### src/rtl/mc_ctrl_pkg.sv
// Shared constants for the multi-cycle MIPS control unit: opcodes, state and
// instruction-class enums, and the datapath select encodings.
package mc_ctrl_pkg;

    localparam logic [5:0] OP_RTYPE   = 6'h00;
    localparam logic [5:0] OP_ORI     = 6'h0d;
    localparam logic [5:0] OP_LW      = 6'h23;
    localparam logic [5:0] OP_SW      = 6'h2b;
    localparam logic [5:0] OP_BEQ     = 6'h04;
    localparam logic [5:0] OP_JAL     = 6'h03;

    localparam logic [5:0] FUNCT_ADDU = 6'h21;
    localparam logic [5:0] FUNCT_SUBU = 6'h23;

    typedef enum logic [3:0] {
        S_IDLE,
        S_FETCH,
        S_DECODE,
        S_EXE,
        S_MEM,
        S_WB,
        S_BR,
        S_JAL,
        S_TRAP
    } state_t;

    typedef enum logic [2:0] {
        C_RTYPE,
        C_ORI,
        C_LW,
        C_SW,
        C_BEQ,
        C_JAL,
        C_BAD
    } iclass_t;

    localparam logic [1:0] WD_ALU   = 2'b00;
    localparam logic [1:0] WD_MDR   = 2'b01;
    localparam logic [1:0] WD_PC    = 2'b10;

    localparam logic [1:0] NPC_PC4  = 2'b00;
    localparam logic [1:0] NPC_BR   = 2'b01;
    localparam logic [1:0] NPC_JMP  = 2'b10;

    localparam logic [1:0] EXT_ZERO = 2'b00;
    localparam logic [1:0] EXT_SIGN = 2'b01;

    localparam logic [1:0] ALU_ADD  = 2'b00;
    localparam logic [1:0] ALU_SUB  = 2'b01;
    localparam logic [1:0] ALU_OR   = 2'b10;

    localparam logic [1:0] GPR_RD   = 2'b00;
    localparam logic [1:0] GPR_RT   = 2'b01;
    localparam logic [1:0] GPR_RA   = 2'b10;

endpackage

### src/rtl/mc_ctrl_if.sv
// Control/datapath bundle: instruction fields and status in, select and strobe
// signals out. The controller takes the slave side, the datapath the master side.
interface mc_ctrl_if;

    logic [5:0] OP;
    logic [5:0] Funct;
    logic       Zero;
    logic       MemRdy;

    logic       MemRd;
    logic       DMWr;
    logic       IorD;
    logic       IRWr;
    logic       PCWr;
    logic       RFWr;
    logic       Bsel;
    logic [1:0] WDSel;
    logic [1:0] NPCOp;
    logic [1:0] EXTOp;
    logic [1:0] ALUOp;
    logic [1:0] GPRSel;
    logic       Retire;
    logic       Illegal;

    modport slave (
        input  OP, Funct, Zero, MemRdy,
        output MemRd, DMWr, IorD, IRWr, PCWr, RFWr, Bsel,
               WDSel, NPCOp, EXTOp, ALUOp, GPRSel, Retire, Illegal
    );

    modport master (
        output OP, Funct, Zero, MemRdy,
        input  MemRd, DMWr, IorD, IRWr, PCWr, RFWr, Bsel,
               WDSel, NPCOp, EXTOp, ALUOp, GPRSel, Retire, Illegal
    );

endinterface

### src/rtl/mc_decode.sv
// Combinational opcode/funct classifier; anything not in the supported set
// falls into C_BAD so the controller can trap on it.
module mc_decode
    import mc_ctrl_pkg::*;
(
    input  logic [5:0] op,
    input  logic [5:0] funct,
    output iclass_t    iclass
);

    // NOTE: assigning a default before the case keeps every path driven, so no latch is inferred.
    always_comb begin
        iclass = C_BAD;
        case (op)
            OP_RTYPE: begin
                if (funct == FUNCT_ADDU || funct == FUNCT_SUBU) begin
                    iclass = C_RTYPE;
                end
            end
            OP_ORI:  iclass = C_ORI;
            OP_LW:   iclass = C_LW;
            OP_SW:   iclass = C_SW;
            OP_BEQ:  iclass = C_BEQ;
            OP_JAL:  iclass = C_JAL;
            default: iclass = C_BAD;
        endcase
    end

endmodule

### src/rtl/mc_ctrl.sv
// Multi-cycle MIPS control FSM. Outputs are combinational decodes of the
// registered state (plus MemRdy/Zero/class), so reset silences them at once.
module mc_ctrl
    import mc_ctrl_pkg::*;
(
    input  logic       clk,
    input  logic       rst,
    mc_ctrl_if.slave   bus
);

    state_t  state;
    iclass_t iclass_q;
    iclass_t iclass_d;
    logic    mem_op;

    mc_decode u_decode (
        .op     (bus.OP),
        .funct  (bus.Funct),
        .iclass (iclass_d)
    );

    assign mem_op = (iclass_q == C_LW) || (iclass_q == C_SW);

    // NOTE: state registers use non-blocking assignments so every flop samples pre-edge values.
    // The class register resets to C_BAD so a stray MEM/WB decode can never act on stale data.
    always_ff @(posedge clk or negedge rst) begin
        if (!rst) begin
            state    <= S_IDLE;
            iclass_q <= C_BAD;
        end else begin
            case (state)
                S_IDLE:   state <= S_FETCH;
                S_FETCH:  if (bus.MemRdy) state <= S_DECODE;
                S_DECODE: begin
                    iclass_q <= iclass_d;
                    case (iclass_d)
                        C_BEQ:   state <= S_BR;
                        C_JAL:   state <= S_JAL;
                        C_BAD:   state <= S_TRAP;
                        default: state <= S_EXE;
                    endcase
                end
                S_EXE:    state <= mem_op ? S_MEM : S_WB;
                S_MEM: begin
                    if (bus.MemRdy) begin
                        state <= (iclass_q == C_LW) ? S_WB : S_FETCH;
                    end
                end
                S_WB, S_BR, S_JAL: state <= S_FETCH;
                S_TRAP:   state <= S_TRAP;
                default:  state <= S_IDLE;
            endcase
        end
    end

    always_comb begin
        bus.MemRd   = 1'b0;
        bus.DMWr    = 1'b0;
        bus.IorD    = 1'b0;
        bus.IRWr    = 1'b0;
        bus.PCWr    = 1'b0;
        bus.RFWr    = 1'b0;
        bus.Bsel    = 1'b0;
        bus.WDSel   = WD_ALU;
        bus.NPCOp   = NPC_PC4;
        bus.EXTOp   = EXT_ZERO;
        bus.ALUOp   = ALU_ADD;
        bus.GPRSel  = GPR_RD;
        bus.Retire  = 1'b0;
        bus.Illegal = 1'b0;

        // ALU setup is shared by EXE and MEM so the address stays stable during a stalled access.
        if (state == S_EXE || state == S_MEM) begin
            case (iclass_q)
                C_RTYPE: begin
                    bus.Bsel  = 1'b0;
                    bus.ALUOp = (bus.Funct == FUNCT_SUBU) ? ALU_SUB : ALU_ADD;
                end
                C_ORI: begin
                    bus.Bsel  = 1'b1;
                    bus.EXTOp = EXT_ZERO;
                    bus.ALUOp = ALU_OR;
                end
                C_LW, C_SW: begin
                    bus.Bsel  = 1'b1;
                    bus.EXTOp = EXT_SIGN;
                    bus.ALUOp = ALU_ADD;
                end
                default: ;
            endcase
        end

        case (state)
            S_FETCH: begin
                bus.MemRd = 1'b1;
                if (bus.MemRdy) begin
                    bus.IRWr  = 1'b1;
                    bus.PCWr  = 1'b1;
                    bus.NPCOp = NPC_PC4;
                end
            end
            S_MEM: begin
                bus.IorD = 1'b1;
                if (iclass_q == C_LW) begin
                    bus.MemRd = 1'b1;
                end else if (iclass_q == C_SW) begin
                    bus.DMWr   = 1'b1;
                    bus.Retire = bus.MemRdy;
                end
            end
            S_WB: begin
                bus.RFWr   = 1'b1;
                bus.Retire = 1'b1;
                case (iclass_q)
                    C_LW: begin
                        bus.WDSel  = WD_MDR;
                        bus.GPRSel = GPR_RT;
                    end
                    C_ORI: begin
                        bus.WDSel  = WD_ALU;
                        bus.GPRSel = GPR_RT;
                    end
                    default: begin
                        bus.WDSel  = WD_ALU;
                        bus.GPRSel = GPR_RD;
                    end
                endcase
            end
            S_BR: begin
                bus.Bsel   = 1'b0;
                bus.ALUOp  = ALU_SUB;
                bus.EXTOp  = EXT_SIGN;
                bus.Retire = 1'b1;
                if (bus.Zero) begin
                    bus.PCWr  = 1'b1;
                    bus.NPCOp = NPC_BR;
                end
            end
            S_JAL: begin
                bus.RFWr   = 1'b1;
                bus.WDSel  = WD_PC;
                bus.GPRSel = GPR_RA;
                bus.PCWr   = 1'b1;
                bus.NPCOp  = NPC_JMP;
                bus.Retire = 1'b1;
            end
            S_TRAP:  bus.Illegal = 1'b1;
            default: ;
        endcase
    end

endmodule
### src/flat_wrapper.sv
// flat-port wrapper written by rule: the top's interface ports become plain ports
module mc_ctrl_flat import mc_ctrl_pkg::*;
  (clk, rst, bus_OP, bus_Funct, bus_Zero, bus_MemRdy, bus_MemRd, bus_DMWr, bus_IorD, bus_IRWr, bus_PCWr, bus_RFWr, bus_Bsel, bus_WDSel, bus_NPCOp, bus_EXTOp, bus_ALUOp, bus_GPRSel, bus_Retire, bus_Illegal);
  mc_ctrl_if bus_i ();
  input  logic clk;
  input  logic rst;
  input wire logic [$bits(bus_i.OP)-1:0] bus_OP;
  input wire logic [$bits(bus_i.Funct)-1:0] bus_Funct;
  input wire logic [$bits(bus_i.Zero)-1:0] bus_Zero;
  input wire logic [$bits(bus_i.MemRdy)-1:0] bus_MemRdy;
  output wire logic [$bits(bus_i.MemRd)-1:0] bus_MemRd;
  output wire logic [$bits(bus_i.DMWr)-1:0] bus_DMWr;
  output wire logic [$bits(bus_i.IorD)-1:0] bus_IorD;
  output wire logic [$bits(bus_i.IRWr)-1:0] bus_IRWr;
  output wire logic [$bits(bus_i.PCWr)-1:0] bus_PCWr;
  output wire logic [$bits(bus_i.RFWr)-1:0] bus_RFWr;
  output wire logic [$bits(bus_i.Bsel)-1:0] bus_Bsel;
  output wire logic [$bits(bus_i.WDSel)-1:0] bus_WDSel;
  output wire logic [$bits(bus_i.NPCOp)-1:0] bus_NPCOp;
  output wire logic [$bits(bus_i.EXTOp)-1:0] bus_EXTOp;
  output wire logic [$bits(bus_i.ALUOp)-1:0] bus_ALUOp;
  output wire logic [$bits(bus_i.GPRSel)-1:0] bus_GPRSel;
  output wire logic [$bits(bus_i.Retire)-1:0] bus_Retire;
  output wire logic [$bits(bus_i.Illegal)-1:0] bus_Illegal;
  assign bus_i.OP = bus_OP;
  assign bus_i.Funct = bus_Funct;
  assign bus_i.Zero = bus_Zero;
  assign bus_i.MemRdy = bus_MemRdy;
  assign bus_MemRd = bus_i.MemRd;
  assign bus_DMWr = bus_i.DMWr;
  assign bus_IorD = bus_i.IorD;
  assign bus_IRWr = bus_i.IRWr;
  assign bus_PCWr = bus_i.PCWr;
  assign bus_RFWr = bus_i.RFWr;
  assign bus_Bsel = bus_i.Bsel;
  assign bus_WDSel = bus_i.WDSel;
  assign bus_NPCOp = bus_i.NPCOp;
  assign bus_EXTOp = bus_i.EXTOp;
  assign bus_ALUOp = bus_i.ALUOp;
  assign bus_GPRSel = bus_i.GPRSel;
  assign bus_Retire = bus_i.Retire;
  assign bus_Illegal = bus_i.Illegal;
  mc_ctrl u_core (.clk(clk), .rst(rst), .bus(bus_i));
endmodule
### config.mk
export PLATFORM = sky130hd
export DESIGN_NAME = mc_ctrl_flat
export DESIGN_NICKNAME = d
export VERILOG_FILES = /design/src/rtl/mc_ctrl_pkg.sv /design/src/rtl/mc_ctrl_if.sv /design/src/rtl/mc_decode.sv /design/src/rtl/mc_ctrl.sv /design/src/flat_wrapper.sv
export SDC_FILE = /design/constraint.sdc
export NUM_CORES = 1
export LEC_CHECK = 0
export ABC_AREA = 1
export BUFFER_PORTS_ARGS = -buffer_cell sky130_fd_sc_hd__buf_2
export CORE_MARGIN = 2
export CORE_UTILIZATION = 48
export DETAILED_ROUTE_END_ITERATION = 12
export PLACE_DENSITY = 0.94
export SYNTH_ARGS = -nofsm -noshare
export SYNTH_HDL_FRONTEND = slang
export SYNTH_SLANG_ARGS = --single-unit
### constraint.sdc
create_clock -name clk -period 2.05 [get_ports clk]
set_clock_uncertainty 0.1 [all_clocks]
set_input_delay 0.205 -clock clk [delete_from_list [all_inputs] [get_ports clk]]
set_output_delay 0.205 -clock clk [all_outputs]
set_load 0.005 [all_outputs]
Word-level counts from Yosys, hierarchy flattened
Index checks and enable logic that the tools add are counted.
{ "word_totals": {"reg_bits": 7, "inputBits": 16, "output_inout_bits": 19} }
{ "classes": {"n_eq_ne": 23, "mux": 39, "reduce_logical": 13} }
{ "ops": {"columns": ["cell", "count"], "rows": [
  ["$eq A6 B6 Y1 const B", 4],
  ["$pmux W4 S6", 1],
  ["$mux W1", 21],
  ["$pmux W3 S6", 1],
  ["$eq A4 B3 Y1 const B", 4],
  ["$pmux W2 S2", 4],
  ["$pmux W4 S3", 1],
  ["$eq A3 B3 Y1 const B", 3],
  ["$eq A4 B2 Y1 const B", 2],
  ["$mux W2", 4],
  ["$mux W4", 2],
  ["$eq A3 B2 Y1 const B", 2],
  ["$eq A6 B2 Y1 const B", 1],
  ["$eq A6 B3 Y1 const B", 1],
  ["$eq A6 B4 Y1 const B", 1],
  ["$logic_not A6 Y1", 1],
  ["$mux W3", 2],
  ["$reduce_or A2 Y1", 3],
  ["$reduce_or A3 Y1", 2],
  ["$eq A4 B1 Y1 const B", 1],
  ["$eq A4 B4 Y1 const B", 1],
  ["$logic_not A4 Y1", 1],
  ["$ne A2 B2 Y1 const B", 2],
  ["$pmux W1 S2", 2],
  ["other kinds (6)", 8]
]} }

Longest topological paths before layout
{ "depth": {"depth_word": 7, "depth_mapped": 9, "mapped_depth_nobuf": 9} }

By module
A second synthesis with hierarchy kept.
{ "unflattened": {"cells_unflattened": 131, "hier_area_um2": 755.7} }
{ "by_module_without_submodules": {"columns": ["mod", "n_inst", "cells_each", "area_per_inst_um2", "seq_area_each_um2"], "rows": [
  ["mc_ctrl", 1, 95, 598.1, 177.7],
  ["mc_decode", 1, 36, 157.7, 0.0]
]} }

Least setup slack after synthesis
Ideal clock, no wire load.
{ "synth_timing": {"path_type": "flip-flop to output port", "from": "register u_core.state[0]", "to": "output port bus_Retire", "arrival_ns": 1.165, "required_time_ns": 1.745, "slack_ns": 0.580, "stages_incl_launch_ff": 8, "path_buffers": 0, "path_cell_list": "dfrtp_1 > inv_1 > nand2_2 > nor2_4 > inv_2 > nor3_2 > a21oi_1 > nor2_1"} }
{ "synth_via": {"elab_chain_len": 3, "elab_cells_between_ends": 6, "cone_classes": "eq/ne (4); mux (1); reduce/logical (1)"} }
{ "synth_lines": {"columns": ["element", "line", "text"], "rows": [
  ["start: declaration", "mc_ctrl.sv:11", "state_t state;"],
  ["start signal: assignment", "mc_ctrl.sv:43", "S_EXE: state <= mem_op ? S_MEM : S_WB;"],
  ["start signal: assignment", "mc_ctrl.sv:46", "state <= (iclass_q == C_LW) ? S_WB : S_FETCH;"],
  ["$eq A4 B3 Y1", "mc_ctrl.sv:93", "case (state)"],
  ["$reduce_or A3 Y1 (no source line)", null, null],
  ["$pmux W1 S2 (*)", "mc_ctrl.sv:93", null],
  ["end: declaration", "flat_wrapper.sv:23", "output wire logic [$bits(bus_i.Retire)-1:0] bus_Retire;"]
]} }
Mark *: on every way between the ends. The rest lies on a longest branch, timed or not.

Final worst setup path
Ends and elaborated chain as after synthesis.

==> out/metrics.sh <==
CTS.SINK_COUNT=7
SYNTH.TOP_CELL.AREA_SHARE_PCT=17.8
TIMING.FINAL.CRIT_PERIOD_NS=1.93
ARRIVAL_NS=1.62
PRE_CTS_WS_NS=0.382
FINALHOLDVIOLCOUNT=0
YOSYS.CELL_COUNT.TOP_TYPE='sky130_fd_sc_hd__nor2_1'
REG2REG_DEPTH=5
RSZ0062_AT_GRT='false'
DRCVIOLATIONCOUNT=0
TNS_NS=0
PEAKVDDDROP_mV=0.742
POST-CTS-SETUP-BUFFERS=0
TIMING.CRITICAL_PATH.FANOUT_MAX=6
CRITPATHKIND='register to primary output'
SYN_NETS=130
FIRST_PASS_GRT_WIRE_LENGTH_UM=3640
OUTCOME='finished, final reports clean'
TOTAL_POWER_mW=0.962
HOLDCRITSTARTPOINT='bus_MemRdy'
HOLDCRITPATHCLASS='input pin to register'
WORST-ENDPOINT-REQUIRED_NS=1.75
CRIT_PATH_START_KIND='register'
SYNTH_AREA_LEADER_CELL='sky130_fd_sc_hd__dfrtp_1'
REGTOREGSTARTPOINT='u_core.state[2]'
GRT_UTIL_ALL_LAYERS_PCT=25.7
GRT_ANTENNA_BEFORE_REPAIR=0
CTS_INSERTED_BUFFERS=3
CORE.ROWCOUNT=13
DETAILROUTE.VIA_COUNT=943
DRV.MAX_CAP_VIOLATION_COUNT=0
VIAS_PER_CELL=5.75
DETAILEDROUTE.FIRSTPASSITERATIONCOUNT=5
SYNTH_AREA_LEADERS='sky130_fd_sc_hd__dfrtp_1 18%, sky130_fd_sc_hd__nor2_1 13%, sky130_fd_sc_hd__inv_1 9.6%, sky130_fd_sc_hd__nand3_1 9.3%, sky130_fd_sc_hd__nand2_1 9.1%'
YS_DOMINANT_REG_CELL='sky130_fd_sc_hd__dfrtp_1'
ANTENNADIODECOUNT=0
FP.DIEH_UM=42.2
STATIC-LEAKAGE-POWER_nW=0.524
ROUTED_WIRE_LENGTH_PER_INSTANCE_UM=12.3
FIRST_GLOBAL_VIAS=941
YOSYS_REGISTER_BITS=7
POSTSYNTHAREAPERCELL_SQ_UM=6.16
CRITPATHCAPTURETYPE='primary output'
CTS_MAX_LEVEL=1
FILLCELLCOUNT=113
IO_BUFFERS=33
TRITONCTS='yes'
FLOORPLAN.DIE_AREA_SQ_UM=1780
DPL_CELL_AREA_SQ_UM=863
POST-ROUTE-PERIOD-UTIL_PCT=94.1
TOP_LEVEL_PORTS=35
PLACEABLECOREAREA_SQ_UM=1330
NETLIST_INSTANCES=114
DRT_FIRST_ITER_VIOLATIONS=50
CLK_ROOT_BUFFER_CELL='sky130_fd_sc_hd__clkbuf_4'
SYNTHESIS.AREA_SQ_UM=702
GLOBAL_ROUTE.OVERFLOW_TOTAL=0
UNIQUE_CELL_TYPE_COUNT_IN_THE_YOSYS_NETLIST=27
FINAL_LAYOUT_NET_COUNT=166
POWERDENSITY_nW_PER_UM2=1070
LARGEST_NET_DEGREE_AT_THE_START_OF_GLOBAL_ROUTING=10
YOSYSSEQAREASHARE_PCT=25.3
FINAL_WORST_SETUP_SLACK_NS=0.122
DIE_WIDTH_UM=42.2
SETUP_VIOL=0
FINAL_DESIGN_AREA_NO_FILL_SQ_UM=903
HOLDPATHEND='u_core.state[2]'
REPORT.FINAL.SLEW_VIOL_COUNT=0
COUNT_OF_WARNINGS_EMITTED_BY_YOSYS=0
R2R-END='u_core.state[0]'
FMAX_GHz=0.519
TOTALWIRELENGTH_UM=2010
REG2REG_SLACK_NS=0.54
AREA_GROWTH_PCT=28.7
ROUTABILITYCONGESTION=0.851
NETLIST_TOP_CELLS_COUNT='24 x sky130_fd_sc_hd__nor2_1, 18 x sky130_fd_sc_hd__inv_1, 17 x sky130_fd_sc_hd__nand2_1, 13 x sky130_fd_sc_hd__nand3_1, 7 x sky130_fd_sc_hd__a21oi_1'
MIN_PATH_CELLS=2
CLK_LATENCY_NS=0.26
INITIAL_UTILIZATION_PCT=52.6
FINAL_LAYOUT_SIZE_SUFFIX_GT1_SHARE_PCT=33.6
POSTSYNTH.ASYNCRESETSHARE_PCT=100
CLOCK_TREE.BUFFER_DEPTH=2
CLK_PIN_SLEW_NS=0.05
DETAILEDPLACEMENTHPWL_UM=1620
FINAL_ANTENNA_NET_COUNT=0
SYNTH_ENABLE_FLOP_CELLS=0
[critical path: stages, from the launching register on]
cell                      delay, ns
sky130_fd_sc_hd__dfrtp_2       0.45
sky130_fd_sc_hd__inv_1         0.14
sky130_fd_sc_hd__nand2_2       0.11
sky130_fd_sc_hd__nor2_4        0.14
sky130_fd_sc_hd__inv_2         0.07
sky130_fd_sc_hd__nor3_2        0.15
sky130_fd_sc_hd__a21oi_1       0.10
sky130_fd_sc_hd__nor2_1        0.10
sky130_fd_sc_hd__buf_2         0.12
[where the power goes]
part,leakage (nW),internal (mW),switching (mW)
sequential,0.0853,0.218,0.0998
clock,0.0150,0.0744,0.0530
combinational,0.424,0.200,0.318
[per-layer routing]
metal,share of wire [%],track usage [%]
met1,35,28.1
met3,9.7,2.16
met2,51,46.5
met5,0,0
met4,3.8,16.9
[placed cells by master, fill, tap and decap left out, drive strengths merged]
master and instances:
o21a 1, nor4 1, o31ai 1, a31o 1
o21ai 4, nand2 19, buf 33, dlygate4sd3 1
nor2 26, conb 1, nand3 14, or3 1
dfrtp 5, o22ai 1, inv 20, nor3 3
nand4 3, clkbuf 4, nand3b 1, dfstp 2
a21oi 7
[registers in the layout (all words and copies together) (netlist names)]
register         cells
u_core.iclass_q      3
u_core.state         4
[stage by stage]
stage	cells	util, %	hold slack, ns
3_5_place_dp	159	64.7	-0.0525
4_1_cts	164	67.4	0.121
5_1_grt	164	67.7	0.137
3_3_place_gp	159	64.7	-0.0582
6_report	164	67.7	0.123
2_1_floorplan	114	-	-0.191
[what timing repair did]
item                                    4_1_cts  5_1_grt
gates resized for setup                       0        2
endpoints found under the setup margin        0        2
hold endpoints to repair                      7        0
hold buffers                                  1        0
[area by class of cell]
class / instances / area, sq um / area share (%)
tap: 15 / 18.8 / 2.08
multi-input combinational: 84 / 429 / 47.5
clock buffer: 4 / 26.3 / 2.91
sequential: 7 / 179 / 19.8
inverter: 20 / 75.1 / 8.31
timing repair buffer: 34 / 175 / 19.4
[worst max-delay path by stage]
stage | startpoint | to | slack (ns) | depth (start not counted)
global route | u_core.state[0] | bus_Retire | 0.01 | 8
detailed placement | u_core.state[0] | bus_Retire | 0.38 | 8
finish | u_core.state[0] | bus_Retire | 0.12 | 8
floorplan | u_core.state[0] | bus_Retire | 0.58 | 7
CTS | u_core.state[0] | bus_Retire | 0.12 | 8
global placement | u_core.state[0] | bus_Retire | 0.44 | 8
[cell families after synthesis]
group           Yosys count  synth area share, %
simple gates             68                 48.1
buf+inv                  23                 13.9
compound gates           15                 12.1
flops                     7                 25.3
other cells               1                0.534
(Power assumes the default switching activity.)
